$ cat src/rtl/pipe_ctrl.sv
// Pipeline control: stage valid bits, PC/stage enables, load-use interlock, branch flush, memory req/ack stall.
// Optional performance counters are built when PIPE_CTRL_PERF_EN is defined.
module pipe_ctrl #(
  parameter int STAGES = 4,
  parameter int REG_AW = 5,
  parameter int CNT_W  = 32
) (
  input  logic              clk_i,
  input  logic              rst_i,
  input  logic              start_i,
  input  logic [REG_AW-1:0] id_rs1_i,
  input  logic [REG_AW-1:0] id_rs2_i,
  input  logic              id_use_rs1_i,
  input  logic              id_use_rs2_i,
  input  logic [REG_AW-1:0] ex_rd_i,
  input  logic              ex_load_i,
  input  logic              branch_taken_i,
  input  logic              mem_op_i,
  input  logic              mem_ack_i,
  output logic              mem_req_o,
  output logic              pc_write_o,
  output logic              pc_sel_o,
  output logic [STAGES-1:0] stage_en_o,
  output logic [STAGES-1:0] valid_o,
  output logic              run_o,
  output logic [CNT_W-1:0]  cyc_cnt_o,
  output logic [CNT_W-1:0]  ret_cnt_o,
  output logic [CNT_W-1:0]  stall_cnt_o
);

  localparam int M = STAGES - 2;

  typedef enum logic [1:0] {
    IDLE     = 2'd0,
    RUN      = 2'd1,
    MEM_WAIT = 2'd2
  } state_t;

  state_t            state_q, state_d;
  logic [STAGES-1:0] valid_q, valid_d;
  logic              mem_stall;
  logic              load_use;
  logic              branch;
  logic              rs_match;

  always_comb begin
    run_o      = (state_q != IDLE);
    mem_req_o  = valid_q[M] & mem_op_i & run_o;
    mem_stall  = mem_req_o & ~mem_ack_i;
    rs_match   = (id_use_rs1_i && (id_rs1_i == ex_rd_i)) ||
                 (id_use_rs2_i && (id_rs2_i == ex_rd_i));
    load_use   = run_o & ~mem_stall & valid_q[1] & valid_q[0] & ex_load_i &
                 (ex_rd_i != '0) & rs_match;
    branch     = run_o & ~mem_stall & ~load_use & branch_taken_i & valid_q[0];

    state_d    = state_q;
    pc_write_o = 1'b0;
    pc_sel_o   = 1'b0;
    stage_en_o = '1;
    valid_d    = '0;

    unique case (state_q)
      IDLE:     if (start_i)   state_d = RUN;
      RUN:      if (mem_stall) state_d = MEM_WAIT;
      MEM_WAIT: if (mem_ack_i) state_d = RUN;
      default:                 state_d = IDLE;
    endcase

    if (run_o) begin
      valid_d = {valid_q[STAGES-2:0], 1'b1};
      if (mem_stall) begin
        // Hold everything up to MEM; a bubble into MEM/WB prevents a second write-back.
        stage_en_o             = '0;
        stage_en_o[STAGES-1]   = 1'b1;
        valid_d                = {1'b0, valid_q[STAGES-2:0]};
      end else if (load_use) begin
        stage_en_o[0] = 1'b0;
        valid_d[0]    = valid_q[0];
        valid_d[1]    = 1'b0;
      end else if (branch) begin
        pc_write_o = 1'b1;
        pc_sel_o   = 1'b1;
        valid_d[0] = 1'b0;
      end else begin
        pc_write_o = 1'b1;
      end
    end
  end

  always_ff @(posedge clk_i) begin
    if (!rst_i) begin
      state_q <= IDLE;
      valid_q <= '0;
    end else begin
      state_q <= state_d;
      valid_q <= valid_d;
    end
  end

  assign valid_o = valid_q;

`ifdef PIPE_CTRL_PERF_EN
  localparam logic [CNT_W-1:0] ONE = CNT_W'(1);

  logic [CNT_W-1:0] cyc_q, ret_q, stall_q;

  always_ff @(posedge clk_i) begin
    if (!rst_i) begin
      cyc_q   <= '0;
      ret_q   <= '0;
      stall_q <= '0;
    end else if (run_o) begin
      cyc_q <= cyc_q + ONE;
      if (valid_q[STAGES-1])    ret_q   <= ret_q + ONE;
      if (mem_stall | load_use) stall_q <= stall_q + ONE;
    end
  end

  assign cyc_cnt_o   = cyc_q;
  assign ret_cnt_o   = ret_q;
  assign stall_cnt_o = stall_q;
`else
  assign cyc_cnt_o   = '0;
  assign ret_cnt_o   = '0;
  assign stall_cnt_o = '0;
`endif

endmodule

$ cat config.mk
export PLATFORM = sky130hd
export DESIGN_NAME = pipe_ctrl
export DESIGN_NICKNAME = d
export VERILOG_FILES = /design/src/rtl/pipe_ctrl.sv
export SDC_FILE = /design/constraint.sdc
export NUM_CORES = 1
export LEC_CHECK = 0
export ABC_AREA = 1
export BUFFER_PORTS_ARGS = -buffer_cell sky130_fd_sc_hd__buf_2
export CORE_ASPECT_RATIO = 0.75
export CORE_MARGIN = 2
export CORE_UTILIZATION = 39
export DETAILED_ROUTE_END_ITERATION = 6
export PLACE_DENSITY = 0.88
export SLEW_MARGIN = 5
export SYNTH_ARGS = -nofsm -noshare
export SYNTH_HDL_FRONTEND = slang
export SYNTH_SLANG_ARGS = --single-unit
$ cat constraint.sdc
create_clock -name clk_i -period 2.89 [get_ports clk_i]
set_clock_uncertainty 0.2 [all_clocks]
set_input_delay 0.1445 -clock clk_i [delete_from_list [all_inputs] [get_ports clk_i]]
set_output_delay 0.1445 -clock clk_i [all_outputs]
set_load 0.05 [all_outputs]
==> out/qor.csv, run 1 <==
metric,value,unit
final.setup.tns,0,ps
nNetsFinal,262,
finalCritPeriodShare,66.1,%
synth_area,1280,um^2
antenna_cells,0,
yosys.area.top_type,buf_4,
first_global_vias,696,
drt-initial-drc-count,11,
fp.dieH,53.6,um
stdcell_count,274,
synth_top_family_by_area,buffers and inverters,
fp.dieW,70.1,um
via_per_inst,3.38,
cts.sinks,6,
vias,925,
yosysSeqAreaShare,9.40,%
yosysTopAreaCellShare,57.6,%
io_pins,132,
wl_per_cell,7.18,um
comb_power_share,62.5,%
period_needed,1910,ps
portBuffers,34,
drc,0,
initial_core_util,42.0,%
synth-compound-area-share,2.55,%
synth_edf_count,0,
fill_cells,338,
gp_congestion,0.861,
cts-htree-levels,1,
critPathLaunchType,flop,
final_core_util,38.4,%
rows,17,
finalSetupViolations,0,
p_seq_share,15.8,%
internal-power,0.206,mW
grt_pass1_wl,2700,um
crit_type,flop to output pin,
overflow,0,
power.leakage,0.801,nW
grt_usage,9.17,%
synthArstFlopShare,0,%
crit_arrival,1570,ps
status,"complete, no violations",
synth.avg_cell_area,6.36,um^2
yosys_warnings,0,
drtPass1Iterations,4,
wl,1970,um
drive_gt1_share,19.9,%
area_growth,-8.62,%
clock_latency,220,ps
p_sw,0.367,mW
hold_viol,0,
antenna_found_initial,0,
drv_cap,0,
synthCells,201,
synthAdderAreaFrac,0,%
min-delay-path-class,primary input to flop,
synth_seq_cells,6,
grt_max_degree,10,
synth_simple_gate_area_share,23.1,%
yosys-top-cells-count,"buf_4 (98), nand2_1 (36), inv_1 (23)",
crit_fanout,9,
cts_tree,yes,
muxShareOfSynthArea,0,%
timing.fmax,0.523,GHz
drv_slew,0,
fp.coreArea,3040,um^2
p_clk_share,21.7,%
root_buffer,clkbuf_8,
ant_nets,0,
cp.required,2550,ps
yosysMostFrequentCell,buf_4,
cts_made_buffers,3,
critPathCaptureType,output pin,
synth_xor_area_share,0,%
dp_hpwl,1750,um
cts_buffer_depth,2,
total_power,0.573,mW
placed_cells,270,
die_area,3750,um^2
synth_area_leaders,"buf_4 (58%), nand2_1 (11%), dfxtp_1 (9.4%)",
ir_worst_vdd,0.000174,V
swShare,64.1,%
rsz0062_at_grt,false,
synth_top_flop_cell,dfxtp_1,
path_clk_slew,40,ps
ys_types,15,
powerDensity,491,nW/um^2
-- power groups by stage --
stage               Clock, mW  Combinational, mW  Sequential, mW
finish                  0.124              0.358          0.0907
floorplan                   0              0.423          0.0971
CTS                     0.128              0.355          0.0907
global placement            0              0.352          0.0918
detailed placement          0              0.354          0.0919
global route            0.134              0.374          0.0912
-- what timing repair did --
item,4_1_cts,5_1_grt
buffers inserted,0,0
gates resized for setup,0,0
hold buffers,1,0
endpoints found under the hold margin,1,0
-- path summary, 6_finish.rpt --
check	from	slack, ps	endpoint	cells past startpoint
setup / recovery	valid_o[2]	980	pc_sel_o	9
hold / removal	start_i	70	state_q[1]	4
setup reg to reg	state_q[1]	1410	valid_o[0]	10
hold reg to reg	valid_o[2]	270	valid_o[3]	2
-- cell type report --
type	count	area [um^2]	share of cell area [%]
tap	38	47.5	4.07
timing repair buffer	35	180	15.4
sequential	6	120	10.3
inverter	23	86.3	7.40
clock buffer	3	41.3	3.54
multi-input combinational	169	692	59.3
-- sequential cells by signal, summed over array words and instances (netlist names) --
signal,flops
state_q,2
valid_o,4
-- logic make-up (layout without fill, tap and decap cells) --
kind of cell	count (synthesis)	count (layout)
AOI/OAI and AO/OA	6	6
and+or+nand+nor	66	66
DFF	6	6
other	2	97
buffers and inverters	121	61
-- through the flow --
stage	hold WS (ps)	setup slack, ps	instance area, um^2
floorplan	86.4	216	1630
global placement	209	1250	1120
detailed placement	208	1210	1120
CTS	69.1	966	1170
global route	94.3	828	1170
finish	74.3	979	1170
-- metal layers --
metal / GRT usage [%] / share of wire, %
met1: 8.05 / 29
met2: 19.4 / 57
met3: 3.37 / 12
met4: 3.85 / 2.0
met5: 0 / 0
-- worst max-delay path: stages, from the launching register on --
cell	delay, ps
dfxtp_1	350
nand2_1	110
nor2_4	150
nand2_4	100
nand2_2	70
nor2_2	40
nand2_2	90
nand2_2	60
nor2_2	100
buf_2	270
-- placed cells by master, fill, tap and decap left out --
master | synthesis | routed
nor2_2 | 3 | 3
clkbuf_8 | 0 | 3
conb_1 | 2 | 97
nand3_1 | 5 | 5
nand2_2 | 4 | 4
nand2_1 | 36 | 36
nor2_4 | 2 | 2
a21oi_1 | 3 | 3
nand2_4 | 1 | 1
a211oi_1 | 1 | 1
nor2_1 | 14 | 14
inv_1 | 23 | 23
dfxtp_1 | 6 | 6
buf_2 | 0 | 34
o21ai_0 | 2 | 2
nor3_1 | 1 | 1
dlygate4sd3_1 | 0 | 1
(Power assumes the default switching activity.)
==> run 2: changes to the inputs <==
--- a/config.mk
+++ b/config.mk
@@ -9,9 +9,9 @@
 export BUFFER_PORTS_ARGS = -buffer_cell sky130_fd_sc_hd__buf_2
 export CORE_ASPECT_RATIO = 0.75
 export CORE_MARGIN = 2
-export CORE_UTILIZATION = 39
+export CORE_UTILIZATION = 36
 export DETAILED_ROUTE_END_ITERATION = 6
-export PLACE_DENSITY = 0.88
+export PLACE_DENSITY = 0.82
 export SLEW_MARGIN = 5
 export SYNTH_ARGS = -nofsm -noshare
 export SYNTH_HDL_FRONTEND = slang
==> constraint.sdc (replaced) <==
create_clock -name clk_i -period 1.93 [get_ports clk_i]
set_clock_uncertainty 0.2 [all_clocks]
set_input_delay 0.0965 -clock clk_i [delete_from_list [all_inputs] [get_ports clk_i]]
set_output_delay 0.0965 -clock clk_i [all_outputs]
set_load 0.05 [all_outputs]
==> out/qor.csv, run 2 (same netlist as run 1, synthesis figures left out) <==
metric,value,unit,change
fp.dieW,72.8,um,+3.9%
crit_top_cell,nand2_2,,
grt_pass1_wl,2810,um,+4.1%
crit_arrival,1520,ps,-50 ps
postCtsSetupBuffers,0,,unchanged
hold_viol,0,,unchanged
crit_buf_inv,2,,+1
p_seq_share,15.2,%,-0.6 points
via_per_inst,3.37,,-0.16%
internal-power,0.322,mW,+56%
p_clk_share,22.5,%,+0.8 points
portBuffers,34,,unchanged
grt_max_degree,10,,unchanged
period_needed,1810,ps,
finalSetupViolations,0,,unchanged
drt-initial-drc-count,35,,+24
clock_latency,220,ps,about the same
multi_input_area,721,um^2,+4.2%
hold_ws,22.1,ps,-52.2 ps
layout_common_cells,"conb_1 (97), nand2_1 (35), buf_2 (32)",,
ir_worst_vdd,0.000243,V,+40%
whs_path_depth,4,,unchanged
cts_made_buffers,3,,unchanged
overflow,0,,unchanged
stdcell_area,1220,um^2,+4.5%
cpPeakStageDelay,330,ps,-20 ps
swShare,63.5,%,-0.59 points
vias,937,,+1.3%
fp.dieH,55.6,um,+3.8%
final.setup.tns,0,ps,unchanged
cts_tree,yes,,
wl,1990,um,+1.4%
critPathLaunchType,flop,,
root_buffer,clkbuf_8,,
finalCritPeriodShare,94.0,%,
cp_slowest_cell,dfxtp_2,,
grt_usage,8.53,%,-0.64 points
crit_type,flop to output pin,,
die_area,4050,um^2,+7.8%
critPathTopFamily,simple AND/OR/NAND/NOR gates,,
drv_slew,0,,unchanged
power.leakage,0.813,nW,+1.5%
final_core_util,36.6,%,-1.8 points
critPathCaptureType,output pin,,
antenna_cells,0,,unchanged
initial_core_util,38.3,%,-3.7 points
rsz0062_at_grt,false,,
path_clk_slew,40,ps,about the same
drive_gt1_share,21.8,%,+1.9 points
stdcell_count,278,,+1.5%
powerDensity,722,nW/um^2,+47%
gp_congestion,0.817,,-5.1%
drtPass1Iterations,4,,unchanged
nNetsFinal,263,,+0.38%
drv_cap,0,,unchanged
critical_path_depth,9,,unchanged
rr_worst_depth,10,,unchanged
io_pins,132,,unchanged
wl_per_cell,7.17,um,about the same
cts_buffer_depth,2,,unchanged
area_growth,-4.51,%,
comb_power_share,62.3,%,-0.2 points
ant_nets,0,,unchanged
first_global_vias,688,,-1.1%
crit_fanout,9,,unchanged
timing.fmax,0.551,GHz,
antenna_found_initial,0,,unchanged
layout_commonest_cell,conb_1,,
cts-htree-levels,1,,unchanged
seq_area,125,um^2,+4.2%
p_sw,0.559,mW,+52%
min-delay-path-class,primary input to flop,,
largest_reg_flops,4,,unchanged
cp.required,1630,ps,-920 ps
rows,18,,+1
cts.sinks,6,,unchanged
status,"complete, no violations",,
dp_hpwl,1800,um,+3.3%
placed_cells,273,,+1.1%
drc,0,,unchanged
fill_cells,363,,+7.4%
dpl_cell_area,1160,um^2,+3.8%
crit_chain,nor2_4 > nor2_4 > nand2_8 > nand2_2 > nor2_2 > nand2_2 > nand2_2 > inv_1 > buf_2,,
fp.coreArea,3330,um^2,+9.6%
==> run 2: cell types whose count changed in the layout (fill, tap and decap cells not counted), moves of 2 or more <==
cell     before  now
nor2_4        2    4
buf_2        34   32
buf_4         0    2
dfxtp_1       6    4
==> run 2: worst reg2reg max path, cell delays in order (launching register included) <==
cell     delay (ps)
dfxtp_2         330
nor2_4          220
nor2_4           90
nand2_8         100
nand2_2          60
nor2_2           90
nand2_2          70
nand2_2         100
nand2_1          60
nand2_1          70
nor2_2           50
==> run 2: power groups by stage <==
stage	Clock, mW	Combinational (mW)	Sequential [mW]
CTS	0.202	0.543	0.134
floorplan	0	0.638	0.144
global placement	0	0.539	0.135
finish	0.198	0.548	0.134
detailed placement	0	0.541	0.135
global route	0.215	0.573	0.134
==> run 2: worst paths after layout <==
kind               from       endpoint  slack, ps
min reg2reg  valid_o[2]     valid_o[3]        290
min             start_i     state_q[1]         20
max          state_q[1]  stage_en_o[0]        120
max reg2reg  state_q[1]     valid_o[0]        400
==> run 2: what timing repair did <==
item                                    4_1_cts  5_1_grt
endpoints found under the setup margin        1        3
hold endpoints to repair                      1        0
resized for setup                             1        2
hold buffers                                  1        0
pin swaps                                     0        0
==> run 2: layout make-up <==
type	instances	share of cell area, %
inverter	23	7.08
multi-input combinational	169	59.1
sequential	6	10.3
clock buffer	4	3.69
timing repair buffer	36	15.8
tap	40	4.10
==> run 2: per-layer routing <==
metal | vias to the layer above | part of all wire [%] | track usage, % | wire length (um)
li1 | 471 | - | - | -
met1 | 401 | 35 | 9.97 | 707
met2 | 63 | 54 | 15.6 | 1070
met3 | 2 | 11 | 1.09 | 214
met4 | 0 | 0.050 | 3.17 | 1
met5 | - | 0 | 0 | 0
==> run 2: stage by stage <==
step / setup WS, ps / total power [mW]
2_1_floorplan: -59.0 / 0.783
3_3_place_gp: 285 / 0.674
3_5_place_dp: 227 / 0.676
4_1_cts: 26.7 / 0.878
5_1_grt: 25.8 / 0.922
6_report: 115 / 0.880
==> run 3: changes to the inputs <==
--- a/config.mk
+++ b/config.mk
@@ -10,8 +10,9 @@
 export CORE_ASPECT_RATIO = 0.75
 export CORE_MARGIN = 2
 export CORE_UTILIZATION = 36
+export CTS_BUF_LIST = sky130_fd_sc_hd__clkbuf_16
 export DETAILED_ROUTE_END_ITERATION = 6
-export PLACE_DENSITY = 0.82
+export PLACE_DENSITY = 0.91
 export SLEW_MARGIN = 5
 export SYNTH_ARGS = -nofsm -noshare
 export SYNTH_HDL_FRONTEND = slang
==> constraint.sdc (replaced) <==
create_clock -name clk_i -period 1.8 [get_ports clk_i]
set_clock_uncertainty 0.2 [all_clocks]
set_input_delay 0.09 -clock clk_i [delete_from_list [all_inputs] [get_ports clk_i]]
set_output_delay 0.09 -clock clk_i [all_outputs]
set_load 0.05 [all_outputs]
==> out/qor.csv, run 3 (same netlist as run 1, synthesis figures left out) <==
metric,value,unit,change
status,"complete, no violations",,
drt-initial-drc-count,62,,+77%
p_clk_share,32.7,%,+10 points
grt_max_degree,10,,unchanged
antenna_cells,0,,unchanged
crit_chain,nor2_4 > nor2_4 > nand2_8 > nand2_2 > nor2_2 > nand2_2 > nand2_4 > clkinvlp_4 > buf_6,,
cp.required,1510,ps,-120 ps
overflow,0,,unchanged
cts_tree,yes,,
drive_gt1_share,24.5,%,+2.6 points
startpoint,state_q[1],,
portBuffers,34,,unchanged
drv_slew,0,,unchanged
cp_slowest_cell,dfxtp_4,,
rows,18,,unchanged
crit_fanout,5,,-4
initial_core_util,38.3,%,unchanged
gp_congestion,0.814,,-0.40%
crit_arrival,1460,ps,-60 ps
ir_worst_vdd,0.000335,V,+38%
cts-htree-levels,1,,unchanged
whs_path_depth,4,,unchanged
fp.dieH,55.6,um,unchanged
die_area,4050,um^2,unchanged
finalCritPeriodShare,97.3,%,
p_sw,0.617,mW,+10%
stdcell_count,285,,+2.5%
min-delay-path-class,primary input to flop,,
drv_cap,0,,unchanged
dp_hpwl,1860,um,+3.1%
grt_usage,9.28,%,+0.75 points
root_buffer,clkbuf_16,,
placed_cells,273,,unchanged
clock_latency,220,ps,about the same
layout_commonest_cell,conb_1,,
swShare,55.7,%,-7.7 points
largest_reg_flops,4,,unchanged
antenna_found_initial,0,,unchanged
power.leakage,0.870,nW,+7.1%
fp.dieW,72.8,um,unchanged
critical_path_depth,9,,unchanged
cts_buffer_depth,2,,unchanged
timing.final.ws_setup,48.4,ps,-67.0 ps
fp.coreArea,3330,um^2,unchanged
hold_start,branch_taken_i,,
dp_slack,121,ps,-106 ps
hold_viol,0,,unchanged
wl,2210,um,+11%
timing.fmax,0.571,GHz,
via_per_inst,3.44,,+2.0%
cpPeakStageDelay,350,ps,+20 ps
period_needed,1750,ps,
wl_per_cell,7.74,um,+7.9%
path_clk_slew,40,ps,about the same
critPathTopFamily,simple AND/OR/NAND/NOR gates,,
cts.sinks,6,,unchanged
drtPass1Iterations,4,,unchanged
grt_pass1_wl,3020,um,+7.4%
r2r_start,state_q[1],,
powerDensity,827,nW/um^2,+15%
fill_cells,354,,-2.5%
first_global_vias,707,,+2.8%
cts_made_buffers,3,,unchanged
drc,0,,unchanged
internal-power,0.490,mW,+52%
total_power,1.11,mW,+26%
critPathLaunchType,flop,,
hold_ws,68.0,ps,+45.9 ps
ant_nets,0,,unchanged
crit_buf_inv,2,,unchanged
comb_power_share,54.4,%,-7.9 points
crit_type,flop to output pin,,
p_seq_share,12.9,%,-2.3 points
critPathCaptureType,output pin,,
finalSetupViolations,0,,unchanged
io_pins,132,,unchanged
nNetsFinal,270,,+2.7%
rr_worst_depth,10,,unchanged
vias,980,,+4.6%
layout_common_cells,"conb_1 (97), nand2_1 (35), buf_2 (31)",,
area_growth,4.80,%,
-- run 3: changes by cell type in the layout (fill, tap and decap cells not counted), sizes merged --
| cell | change |
|---|---|
| dlygate4sd3 | +1 |
| clkbuf | -2 |
| buf | +7 |
| clkinvlp | +1 |
-- run 3: worst paths after layout --
kind,end,slack [ps]
worst max-delay path,stage_en_o[0],50
worst min-delay path,valid_o[0],70
worst max register to register,valid_o[0],320
worst min register to register,valid_o[3],290
-- run 3: final cells by class --
type                       instances  area (um^2)  share of cell area [%]
inverter                          23         90.1                    6.73
multi-input combinational        169          726                    54.2
sequential                         6          129                    9.63
clock buffer                       3         75.1                    5.61
tap                               40         50.0                    3.74
timing repair buffer              43          265                    19.8
clock inverter                     1         3.75                   0.280
-- run 3: power by group through the flow --
stage | clock (mW) | combinational, mW | sequential, mW
finish | 0.362 | 0.602 | 0.143
global route | 0.378 | 0.630 | 0.144
CTS | 0.368 | 0.592 | 0.144
detailed placement | 0 | 0.579 | 0.145
global placement | 0 | 0.577 | 0.145
floorplan | 0 | 0.685 | 0.155
-- run 3: timing repair --
item                                   in CTS  in global routing
setup endpoints to repair                   3                  3
endpoints found under the hold margin       2                  0
hold buffers                                2                  0
setup buffers                               2                  4
gates resized for setup                     4                  7
pin swaps                                   1                  5
-- run 3: through the flow --
step	utilization (%)	TNS, ps	area, um^2
6_report	40.2	0	1340
5_1_grt	40.2	-33.4	1340
3_5_place_dp	34.9	0	1160
2_1_floorplan	-	-397	1670
4_1_cts	38.6	-7.91	1280
3_3_place_gp	34.9	0	1160
-- run 3: routing by layer --
metal	track usage, %	vias up	wire [um]
met2	17.1	69	1190
met4	3.17	0	27
met3	1.45	2	246
met5	0	-	0
met1	10.6	421	738
li1	-	488	-
-- run 3: worst reg2reg max path, stage by stage, from the launching register on --
cell and delay, ps:
dfxtp_4 350, nor2_4 180, nor2_4 70, nand2_8 80
nand2_2 50, nor2_2 90, nand2_2 90, nand2_4 110
nand2_1 50, nand2_1 60, nor2_2 50
